==> config.mk <==
export PLATFORM = sky130hd
export DESIGN_NAME = btn_event_decoder
export DESIGN_NICKNAME = d
export VERILOG_FILES = /design/src/rtl/btn_event_pkg.sv /design/src/rtl/ms_tick_gen.sv /design/src/rtl/btn_event_decoder.sv
export SDC_FILE = /design/constraint.sdc
export NUM_CORES = 1
export LEC_CHECK = 0
export ABC_AREA = 0
export BUFFER_PORTS_ARGS = -buffer_cell sky130_fd_sc_hd__buf_2
export CAP_MARGIN = 10
export CORE_MARGIN = 2
export CORE_UTILIZATION = 45
export DETAILED_ROUTE_END_ITERATION = 8
export HOLD_SLACK_MARGIN = 0.06
export PLACE_DENSITY = 0.72
export SLEW_MARGIN = 25
export SYNTH_ARGS = -nofsm -noshare
export SYNTH_HDL_FRONTEND = slang
export SYNTH_SLANG_ARGS = --single-unit
==> constraint.sdc <==
create_clock -name clk -period 4.3 [get_ports clk]
set_input_delay 0.645 -clock clk [delete_from_list [all_inputs] [get_ports clk]]
set_output_delay 0.645 -clock clk [all_outputs]
set_load 0.03 [all_outputs]
==> src/rtl/btn_event_pkg.sv <==
// btn_event_pkg: shared state encoding, default timing constants and helpers for the button decoder
package btn_event_pkg;
  typedef enum logic [2:0] {IDLE, PRESS1, LONG_HOLD, WAIT_GAP, PRESS2} state_e;
  localparam int DEF_CLK_FREQ      = 50_000_000;
  localparam int DEF_LONG_PRESS_MS = 1000;
  localparam int DEF_DOUBLE_GAP_MS = 300;
  function automatic int max_int(input int a, input int b);
    return (a > b) ? a : b;
  endfunction
endpackage

==> src/rtl/ms_tick_gen.sv <==
// ms_tick_gen: pulses tick_o once every N_MS cycles, restarting the period on clr_i
module ms_tick_gen #(
  parameter int N_MS = 1000
) (
  input  logic clk,
  input  logic rst_n,
  input  logic clr_i,
  output logic tick_o
);
  localparam int PW = (N_MS > 1) ? $clog2(N_MS) : 1;
  logic [PW-1:0] cnt_q, cnt_d;
  assign tick_o = cnt_q == PW'(N_MS - 1);
  always_comb cnt_d = (clr_i || tick_o) ? '0 : cnt_q + 1'b1;
  always_ff @(posedge clk or negedge rst_n)
    if (!rst_n) cnt_q <= '0;
    else cnt_q <= cnt_d;
endmodule

==> src/rtl/btn_event_decoder.sv <==
// btn_event_decoder: classifies a debounced active-low button into short, long and double press pulses
module btn_event_decoder
  import btn_event_pkg::*;
#(
  parameter int CLK_FREQ      = DEF_CLK_FREQ,
  parameter int LONG_PRESS_MS = DEF_LONG_PRESS_MS,
  parameter int DOUBLE_GAP_MS = DEF_DOUBLE_GAP_MS
) (
  input  logic clk,
  input  logic rst_n,
  input  logic btn_clean_i,
  output logic short_o,
  output logic long_o,
  output logic double_o
);
  localparam int N_MS   = CLK_FREQ / 1000;
  localparam int MAX_MS = max_int(LONG_PRESS_MS, DOUBLE_GAP_MS);
  localparam int CW     = $clog2(MAX_MS + 1);
  if (CLK_FREQ < 1000 || CLK_FREQ % 1000 != 0) begin : g_bad_clk
    $error("btn_event_decoder: CLK_FREQ must be a multiple of 1000 and at least 1000");
  end
  if (LONG_PRESS_MS <= 0) begin : g_bad_long
    $error("btn_event_decoder: LONG_PRESS_MS must be greater than 0");
  end
  if (DOUBLE_GAP_MS <= 0) begin : g_bad_gap
    $error("btn_event_decoder: DOUBLE_GAP_MS must be greater than 0");
  end
  state_e state_q, state_d;
  logic [CW-1:0] ms_cnt_q, ms_cnt_d;
  logic prev_q, short_q, short_d, long_q, long_d, double_q, double_d;
  logic press, release_e, tick, clr, long_hit, gap_hit;
  assign press     = prev_q & ~btn_clean_i;
  assign release_e = ~prev_q & btn_clean_i;
  assign clr       = state_d != state_q;
  // Hits fire in the last cycle of the window so the transition lands exactly L/G cycles after entry.
  assign long_hit  = tick && ms_cnt_q == CW'(LONG_PRESS_MS - 1);
  assign gap_hit   = tick && ms_cnt_q == CW'(DOUBLE_GAP_MS - 1);
  ms_tick_gen #(.N_MS(N_MS)) u_tick (
    .clk   (clk),
    .rst_n (rst_n),
    .clr_i (clr),
    .tick_o(tick)
  );
  always_comb begin
    state_d  = state_q;
    short_d  = 1'b0;
    long_d   = 1'b0;
    double_d = 1'b0;
    case (state_q)
      IDLE:      state_d = press ? PRESS1 : IDLE;
      PRESS1: begin
        long_d  = long_hit;
        state_d = long_hit ? LONG_HOLD : release_e ? WAIT_GAP : PRESS1;
      end
      // Level check so a release coinciding with the long threshold still returns to IDLE.
      LONG_HOLD: state_d = btn_clean_i ? IDLE : LONG_HOLD;
      WAIT_GAP: begin
        short_d = gap_hit;
        state_d = gap_hit ? (press ? PRESS1 : IDLE) : press ? PRESS2 : WAIT_GAP;
      end
      PRESS2: begin
        double_d = release_e;
        state_d  = release_e ? IDLE : PRESS2;
      end
      default:   state_d = IDLE;
    endcase
  end
  always_comb
    ms_cnt_d = clr ? '0 : (tick && ms_cnt_q != CW'(MAX_MS)) ? ms_cnt_q + 1'b1 : ms_cnt_q;
  always_ff @(posedge clk or negedge rst_n)
    if (!rst_n) begin
      state_q  <= IDLE;
      ms_cnt_q <= '0;
      prev_q   <= 1'b1;
      short_q  <= 1'b0;
      long_q   <= 1'b0;
      double_q <= 1'b0;
    end else begin
      state_q  <= state_d;
      ms_cnt_q <= ms_cnt_d;
      prev_q   <= btn_clean_i;
      short_q  <= short_d;
      long_q   <= long_d;
      double_q <= double_d;
    end
  assign short_o  = short_q;
  assign long_o   = long_q;
  assign double_o = double_q;
endmodule

==> impl_summary.log <==
INFO  metric critical_path.top_delay_family = simple AND/OR/NAND/NOR gates
INFO  metric multiInputGateArea = between 900 and 1000 sq um
INFO  metric final.min_clock_period = about 3.1 ns
INFO  metric arrival = between 3 and 4 ns
INFO  metric postLayoutCellArea = slightly below 2000 sq um
INFO  metric clock-root-buffer = sky130_fd_sc_hd__clkbuf_8
INFO  metric grt-ovfl-total = 0
INFO  metric syn_area_per_cell = about 9.4 sq um
INFO  metric finish.utilization = around half
INFO  metric place.detailed.instances = around 240
INFO  metric vdd_ir_drop_max = between 150 and 200 uV
INFO  metric initial_utilization = roughly 48%
INFO  metric detailroute.wirelength.met2 = roughly 1400 um
INFO  metric setup-tns-final = 0 ns
INFO  metric globalRouteTotalUtil = approximately 17%
INFO  metric post-route-drc-count = 0
INFO  metric fp.coreArea = between 3000 and 4000 sq um
INFO  metric die_h = roughly 67 um
INFO  metric fin_crit_sh = around 71%
INFO  metric placement.io_buffers = 5
INFO  metric post_detail_place_hpwl = about 2100 um
INFO  metric detail-route-antenna-nets = 0
INFO  metric number_of_post_cts_setup_repair_buffers = 0
INFO  metric worstHoldPathType = input port to asynchronous set/reset pin
INFO  metric worst_slew_margin_rel = 51.7%
INFO  metric synthesis.yosys.warnings = 0
INFO  metric max_stage_delay = ~0.55 ns
INFO  metric routed_wirelength = ~3100 um
INFO  metric main_combinational_cell_family_by_area_after_synthesis = simple AND/OR/NAND/NOR gates
INFO  metric critical_path.endpoint_type = flop
INFO  metric die_x = roughly 67 um
INFO  metric dieArea = about 4500 sq um
INFO  metric yosys-mux-area-fraction = less than 1%
INFO  metric power_leakage = roughly 0.80 nW
INFO  metric drt-vias-per-instance = 5.34
INFO  metric row_count = 22
INFO  metric clk-insertion-delay-late = between 0.2 and 0.3 ns
INFO  metric cap_violations = 0
INFO  metric layout-area-overhead-vs-synth = 7.82%
INFO  metric critPathMaxFanout = 15
INFO  metric ctsLongestPathBuffers = 2
INFO  metric cp-start-kind = flop
INFO  metric highest_layer = met4
INFO  metric grt_start_max_net_pins = 34
INFO  metric cts_bufs_inserted = 5
INFO  metric synth-seq-cells = 33
INFO  metric path_cells = or4b_4 -> nor4_1 -> nand3_1 -> ha_1 -> nor2_1 -> nor2_1 -> o22ai_1 -> nand3_1 -> nor2_1
INFO  metric clk_pin_slew = 0.07 ns
INFO  metric cts-hold-fix-buffers = 0
INFO  metric clock-skew-final = about 0.0047 ns
INFO  metric setup_viol = 0
INFO  metric synth.lib_cells_used.distinct = 39
INFO  metric post_synth_and_or_nand_nor_area_fraction = 31.1%
INFO  metric post_synth_inst_count = ~190
INFO  metric synth.net_count = ~200
INFO  metric cts_resized = 0
INFO  metric firstDrtPassIters = 4
INFO  metric synth_sequential_area_ratio = approximately 46%
INFO  metric worst-slew-pin-transition = 0.725 ns
INFO  metric clock_sinks = 33
INFO  metric route.layer.met1.wl = ~1600 um
INFO  metric number_of_antenna_cells_inserted = 0
INFO  metric instances_no_fill = ~250
INFO  metric top_level_ports = 6
INFO  metric cts_max_level = 2
INFO  metric dr_total_vias = 1309
INFO  metric drive_gt1_share = about a tenth
INFO  metric fillCellCount = ~390
INFO  metric gpl.final_weighted_congestion = slightly below 0.8
INFO  metric worst-r2r-setup-slack = 1.25 ns
INFO  metric pwr_total = approximately 0.76 mW
INFO  metric placement.cell_area = ~1800 sq um
INFO  metric timing.final.hold_violations = 0
INFO  metric grt_pass1_vias = approximately 1300
INFO  metric endpoint_required_time_on_the_critical_path = 4.50 ns
INFO  metric antenna_found_initial = 0
INFO  metric criticalPathCategory = flop to flop
INFO  metric slew_viol_final = 0
INFO  metric peak_clock_frequency_supported_by_timing = about 330 MHz
INFO  metric dr.first_iter.drc_count = 107
INFO  metric outcome = completed
INFO  metric wl_per_cell = around 13 um
INFO  metric cts_tree = built
INFO  metric pwr_density_cell = approximately 390 nW/um^2
INFO  metric compound_gate_portion_of_the_synthesized_area = between 4 and 5%
INFO  metric synthXorXnorAreaFrac = between 10% and 20%
INFO  metric netlist_area = 1790 sq um
INFO  metric routed_wire_length_on_met3 = roughly 110 um
INFO  metric cp.buffers_inverters = 0
INFO  metric register_area = ~830 sq um
INFO  metric synthAdderAreaFrac = 3.49%
INFO  metric layout.nets = 205
INFO  metric wire_length_of_the_first_global_routing_pass = 5580 um
INFO  metric worst_path_most_repeated_cell = sky130_fd_sc_hd__nor2_1
INFO  metric timing.critical_path.slowest_stage_cell = sky130_fd_sc_hd__or4b_4
INFO  metric grt_setup_unrepaired = false
## cells in the final DEF, fill, tap and decap left out, drive strengths merged, types with 6 or more instances in the layout
master  instances
nor2           38
dfrtp          32
nand3          18
nand2          15
xnor2          15
inv             8
xor2            7
clkbuf          7
nor3            6
## metal layers
layer / global-route usage [%] / vias up
met5: 0 / -
met4: 7.65 / 0
met3: 5.07 / 6
met2: 25.4 / 16
met1: 21.6 / 622
li1: - / 665
## layout make-up
| type | instances | area share [%] |
|---|---|---|
| sequential | 33 | 42.8 |
| multi-input combinational | 144 | 46.8 |
| clock buffer | 7 | 4.47 |
| timing repair buffer | 5 | 1.30 |
| tap | 48 | 3.11 |
| inverter | 8 | 1.55 |
## metrics by stage
stage               hold slack, ns  setup WS (ns)
finish                       0.415           1.25
global route                 0.471          0.957
CTS                          0.432           1.25
detailed placement           0.474           1.26
global placement             0.473           1.36
floorplan                    0.349           1.71
## final timing paths
| check | from | to | cells after the start |
|---|---|---|---|
| setup reg to reg | u_tick.cnt_q[7] | u_tick.cnt_q[4] | 9 |
| hold reg to reg | u_tick.cnt_q[0] | u_tick.cnt_q[0] | 1 |
| setup / recovery | u_tick.cnt_q[7] | u_tick.cnt_q[4] | 9 |
| min in group clk | u_tick.cnt_q[0] | u_tick.cnt_q[0] | 1 |
| hold / removal | rst_n | short_o | 1 |
| max in group asynchronous | rst_n | ms_cnt_q[2] | 1 |
## flip-flops by register name (all words and copies together) (netlist names)
signal,count
u_tick.cnt_q,16
ms_cnt_q,10
state_q,3
double_o,1
long_o,1
prev_q,1
short_o,1
## where the power goes
part           internal (mW)  switching (mW)
Sequential             0.335          0.0380
Clock                  0.127           0.107
Combinational         0.0482           0.103
## cell usage after synthesis
cell type,instances,area (sq um)
sky130_fd_sc_hd__nor2_1,38,143
sky130_fd_sc_hd__dfrtp_1,32,801
sky130_fd_sc_hd__nand3_1,18,90.1
sky130_fd_sc_hd__nand2_1,15,56.3
sky130_fd_sc_hd__xnor2_1,15,131
sky130_fd_sc_hd__inv_1,8,30.0
sky130_fd_sc_hd__xor2_1,7,61.3
sky130_fd_sc_hd__nor3_1,6,30.0
sky130_fd_sc_hd__ha_1,5,62.6
sky130_fd_sc_hd__nand4_1,5,31.3
sky130_fd_sc_hd__a21oi_1,4,20.0
sky130_fd_sc_hd__clkbuf_1,4,15.0
sky130_fd_sc_hd__nor2b_1,3,18.8
sky130_fd_sc_hd__and3_1,2,12.5
sky130_fd_sc_hd__and4_1,2,17.5
sky130_fd_sc_hd__nor4_1,2,12.5
sky130_fd_sc_hd__nor4_2,2,25.0
sky130_fd_sc_hd__or4bb_1,2,22.5
sky130_fd_sc_hd__a21boi_0,1,7.51
sky130_fd_sc_hd__a221o_1,1,10.0
sky130_fd_sc_hd__a31oi_1,1,6.26
sky130_fd_sc_hd__a41oi_2,1,16.3
sky130_fd_sc_hd__and2_1,1,6.26
sky130_fd_sc_hd__buf_2,1,5.00
sky130_fd_sc_hd__buf_6,1,11.3
sky130_fd_sc_hd__dfstp_2,1,26.3
sky130_fd_sc_hd__mux2i_1,1,10.0
sky130_fd_sc_hd__nand2b_1,1,6.26
sky130_fd_sc_hd__nand3b_1,1,7.51
sky130_fd_sc_hd__nand4b_1,1,8.76
sky130_fd_sc_hd__nor3b_1,1,7.51
sky130_fd_sc_hd__nor4_4,1,21.3
sky130_fd_sc_hd__o21ai_0,1,5.00
sky130_fd_sc_hd__o221ai_1,1,8.76
sky130_fd_sc_hd__o22ai_1,1,6.26
sky130_fd_sc_hd__or2_2,1,6.26
sky130_fd_sc_hd__or4_4,1,11.3
sky130_fd_sc_hd__or4b_1,1,10.0
sky130_fd_sc_hd__or4b_4,1,13.8
## logic make-up after synthesis
logic type	after synthesis
XOR/XNOR	22
buffers and inverters	14
flip-flops	33
adder cells (fa/ha/maj)	5
AND/OR/NAND/NOR	105
multiplexers	1
AO/OA/AOI/OAI	11
No activity file was read; power rests on OpenSTA's default activity.
